File: config.mk
export PLATFORM = sky130hd
export DESIGN_NAME = freq_div_prog
export DESIGN_NICKNAME = d
export VERILOG_FILES = /design/src/rtl/freq_div_prog.sv
export SDC_FILE = /design/constraint.sdc
export NUM_CORES = 1
export LEC_CHECK = 0
export CAP_MARGIN = 20
export CORE_AREA = 2 2 85 87
export DETAILED_ROUTE_END_ITERATION = 10
export DIE_AREA = 0 0 87 89
export PLACE_DENSITY = 0.55
export SYNTH_ARGS = -nofsm -noshare
export SYNTH_HDL_FRONTEND = slang
export SYNTH_SLANG_ARGS = --single-unit
export TNS_END_PERCENT = 100
File: constraint.sdc
create_clock -name clk -period 4.93 [get_ports clk]
set_input_delay 0.7395 -clock clk [delete_from_list [all_inputs] [get_ports clk]]
set_output_delay 0.7395 -clock clk [all_outputs]
set_load 0.02 [all_outputs]
File: src/rtl/freq_div_prog.sv
// rtl/freq_div_prog.sv - programmable integer clock divider with glitch-free divisor reload
module freq_div_prog #(
  parameter int WIDTH       = 8,
  parameter int DEFAULT_DIV = 4
) (
  input  logic             clk,
  input  logic             reset,
  input  logic             en,
  input  logic             div_load,
  input  logic [WIDTH-1:0] div_val,
  output logic             clk_out,
  output logic             tick,
  output logic [WIDTH-1:0] div_cur,
  output logic             pend,
  output logic             cfg_err
);

  localparam logic [WIDTH-1:0] DIV_RST = WIDTH'(DEFAULT_DIV);
  localparam logic [WIDTH-1:0] MIN_DIV = WIDTH'(2);
  localparam logic [WIDTH-1:0] ONE     = WIDTH'(1);

  logic [WIDTH-1:0] cnt_q, cnt_d;
  logic             run_q, run_d;
  logic             clk_out_q, clk_out_d;
  logic             tick_q, tick_d;
  logic             cfg_err_q, cfg_err_d;
  logic [WIDTH-1:0] div_cur_q, div_cur_d;
  logic [WIDTH-1:0] staged_q, staged_d;
  logic             pend_q, pend_d;

  logic [WIDTH:0]   high_len;
  logic [WIDTH:0]   cnt_inc;
  logic             period_start;

  // High phase is ceil(N/2); kept one bit wider so N=2^WIDTH-1 cannot wrap.
  assign high_len = {1'b0, div_cur_q} - {2'b00, div_cur_q[WIDTH-1:1]};
  assign cnt_inc  = {1'b0, cnt_q} + {1'b0, ONE};

  always_comb begin
    cnt_d        = cnt_q;
    run_d        = run_q;
    clk_out_d    = clk_out_q;
    tick_d       = 1'b0;
    cfg_err_d    = 1'b0;
    div_cur_d    = div_cur_q;
    staged_d     = staged_q;
    pend_d       = pend_q;
    period_start = 1'b0;

    if (!en) begin
      run_d     = 1'b0;
      cnt_d     = '0;
      clk_out_d = 1'b0;
    end else if (!run_q || (cnt_q == div_cur_q - ONE)) begin
      period_start = 1'b1;
      run_d        = 1'b1;
      cnt_d        = '0;
      clk_out_d    = 1'b1;
      tick_d       = 1'b1;
    end else begin
      cnt_d     = cnt_inc[WIDTH-1:0];
      clk_out_d = (cnt_inc < high_len);
    end

    // The boundary consumes the value staged before this edge; a load on the
    // same edge is staged afterwards for the following boundary.
    if (period_start && pend_q) begin
      div_cur_d = staged_q;
      pend_d    = 1'b0;
    end

    if (div_load) begin
      if (div_val >= MIN_DIV) begin
        staged_d = div_val;
        pend_d   = 1'b1;
      end else begin
        cfg_err_d = 1'b1;
      end
    end
  end

  always_ff @(posedge clk or negedge reset) begin
    if (!reset) begin
      cnt_q     <= '0;
      run_q     <= 1'b0;
      clk_out_q <= 1'b0;
      tick_q    <= 1'b0;
      cfg_err_q <= 1'b0;
      div_cur_q <= DIV_RST;
      staged_q  <= DIV_RST;
      pend_q    <= 1'b0;
    end else begin
      cnt_q     <= cnt_d;
      run_q     <= run_d;
      clk_out_q <= clk_out_d;
      tick_q    <= tick_d;
      cfg_err_q <= cfg_err_d;
      div_cur_q <= div_cur_d;
      staged_q  <= staged_d;
      pend_q    <= pend_d;
    end
  end

  assign clk_out = clk_out_q;
  assign tick    = tick_q;
  assign div_cur = div_cur_q;
  assign pend    = pend_q;
  assign cfg_err = cfg_err_q;

endmodule

==> results.toml <==
[timing]
holdWs_ns = 0.468
tightest_slew_ns = 0.974
clock_skew_ns = 0.00563
maxSlewViolCount = 0
rsz0062_at_grt = "no"
fin_crit_ns = 2.97
fmax_mhz = 337
slew_headroom_pct = 35.0
hold_viol = 0
fin_tns_setup_ns = 0
setup_viol = 0
min_period_over_period_pct = 60.2

[power]
power.leakage_nw = 1.20
p_clk_share_pct = 33.2
pwr-share-comb_pct = 32.0
p_seq_share_pct = 34.8
peakVddDrop_v = 0.0000909
swShare_pct = 33.2
p_int_w = 0.000540
power.switching_w = 0.000269
powerDensity_nw_per_um2 = 310

[worst_hold_path]
hold_class = "reg2reg"

[route]
postRouteAntennaNets = 0
vias_per_cell = 5.21
routed_wl_um = 5240
via_count = 1782
dr.pass1.iters = 4
post_drt_wl_per_cell_um = 15.3
drc = 0
drt_iter0_markers = 78

[grt]
grtUsageTotal_pct = 14.8
grt_pass1_wl_um = 8820
grt_overflow_total = 0
grt_pass1_vias = 1747
antenna_found_initial = 0
grt_max_degree = 30

[synthesis]
synth_cell_types = 42
syn_avg_cell_area_um2 = 9.21
syn-num-nets = 276
syn_inst = 238
ys_seq_area_share_pct = 33.2
async_reset_ff_share_pct = 100
ys_seq_elements = 29
ys_dominant_reg_cell = "dfrtp_1"
synth_edf_count = 0
ys_warn_count = 0
syn-cell-area_um2 = 2190

[layout]
drive_above_1_share_pct = 6.87
layoutNonFillerInstCount = 342
n_fill_cell = 659
nNetsFinal = 299
multi_input_area_um2 = 1370
diodes = 0
regArea_um2 = 728
areaGrowthSynthToFinish_pct = 19.3

[critical_path]
end_kind = "flip-flop"
required_ns = 5.16
path_max_fanout = 7
cp-start-kind = "flip-flop"
worstPathArrival_ns = 3.20
critPathKind = "reg2reg"

[placed_design]
hpwl_um = 3850
dp_cells = 334
globalplace.congestion = 0.846
io_buffers = 23

[floorplanning]
num_rows = 30
die_area_um2 = 7740
core_um2 = 6720
ios = 24
initial_core_util_pct = 32.6
die_w_um = 87
die_height_um = 89

[cts]
cts_setup_buffers = 0
clockBufferDepth = 2
numCtsBuffers = 5
htreeDepth = 2
ctsResizeCount = 0
cts_sinks = 29
hold_buffers = 0
clk_pin_slew_ns = 0.07
clkLatencyLatePin_ns = 0.29
root_buffer = "clkbuf_8"
tritoncts = "yes"

[status]
outcome = "completed"

[flow_run]
cap_violations = 0
==> layout by cell type (no fill, tap or decap), types with 2 or more instances in the layout <==
master	Yosys	routed
nand3_1	13	13
ha_1	25	25
a31oi_1	7	7
buf_4	0	2
o21a_1	2	2
o311ai_1	7	7
o21ai_0	10	10
inv_1	13	13
clkbuf_8	0	6
nor3_1	3	3
nand2_1	41	41
xor2_1	5	5
nor2_1	4	4
and3_1	3	3
dfrtp_1	27	27
nor3b_1	8	8
o211ai_1	7	7
xnor2_1	19	19
o221ai_1	2	2
a21oi_1	6	6
dfstp_2	2	2
clkdlybuf4s50_1	0	23
nand2b_1	2	2
o21bai_1	4	4
nor4_1	2	2
==> cell type report <==
class / instances / area share [%]
Sequential cell: 29 / 27.9
Tap cell: 80 / 3.83
Clock buffer: 6 / 3.16
Multi-Input combinational cell: 187 / 52.5
Inverter: 13 / 1.87
Clock inverter: 2 / 1.44
Timing Repair Buffer: 25 / 9.38
==> critical path: stages, from the launching register on <==
cell      delay (ns)
dfrtp_1         0.47
inv_1           0.13
ha_1            0.25
fa_1            0.41
o21bai_1        0.16
a21oi_1         0.11
o21bai_1        0.16
a21oi_1         0.11
xnor2_1         0.14
ha_1            0.31
a22oi_1         0.21
nand3_1         0.11
a41oi_1         0.20
o31a_1          0.15
==> metal layers <==
metal | share of wire, % | vias up | global-route usage, %
met5 | 0 | - | 0
met4 | 1.2 | 0 | 4.55
met3 | 3.4 | 6 | 3.05
met2 | 46 | 32 | 23.7
met1 | 49 | 849 | 20.3
li1 | - | 895 | -
==> power groups by stage <==
stage | logic (W) | clock network (W) | registers (W)
6_report | 0.000259 | 0.000269 | 0.000282
4_1_cts | 0.000262 | 0.000278 | 0.000282
2_1_floorplan | 0.000177 | 0 | 0.000289
3_5_place_dp | 0.000258 | 0 | 0.000286
5_1_grt | 0.000293 | 0.000287 | 0.000286
3_3_place_gp | 0.000257 | 0 | 0.000285
==> kinds of logic (layout without fill, tap and decap cells) <==
family | count (synthesis) | in the layout | share of synthesized area [%]
simple gates | 82 | 82 | 19.4
buf+inv | 22 | 46 | 4.17
flops | 29 | 29 | 33.2
fa+ha+maj | 26 | 26 | 15.2
mux | 1 | 1 | 0.514
xor+xnor | 25 | 25 | 10.6
compound gates | 53 | 53 | 16.8
==> registers in the layout, indices dropped and copies added (netlist names) <==
signal,count
cnt_q,8
div_cur,8
staged_q,8
cfg_err,1
clk_out,1
pend,1
run_q,1
tick,1
==> synthesized netlist by cell type (all sizes together), types with 3 or more instances <==
cell / instances / share of area, %
xnor2: 19 / 7.6
xor2: 5 / 2.0
a31oi: 7 / 2.0
a21oi: 6 / 1.4
o21bai: 4 / 1.4
and3: 3 / 0.86
nand3: 14 / 3.4
o211ai: 7 / 2.4
dfrtp: 27 / 31
ha: 25 / 14
nor3: 3 / 0.69
clkbuf: 7 / 1.2
nand2: 41 / 7.0
o311ai: 7 / 2.8
nor3b: 8 / 2.7
nor2: 5 / 0.97
o21ai: 10 / 2.3
inv: 13 / 2.2
==> path summary, 6_finish.rpt <==
kind	depth (start not counted)	endpoint	startpoint	slack, ns
min	2	staged_q[2]	staged_q[2]	0.47
max reg2reg	13	clk_out	div_cur[0]	1.96
min in group asynchronous	2	div_cur[1]	reset	0.84
max	13	clk_out	div_cur[0]	1.96
max in group asynchronous	2	staged_q[2]	reset	3.78
min reg2reg	2	staged_q[2]	staged_q[2]	0.47
==> stage by stage <==
stage	power (W)	area, µm²	setup slack [ns]	util [%]
after floorplan	0.000467	2190	2.21	-
after global placement	0.000542	2490	2.08	37.1
after detailed placement	0.000545	2490	1.98	37.1
after CTS	0.000822	2610	1.96	38.9
after global routing	0.000866	2610	1.75	38.9
final	0.000810	2610	1.96	38.9
Power figures use the tool's default switching activity.
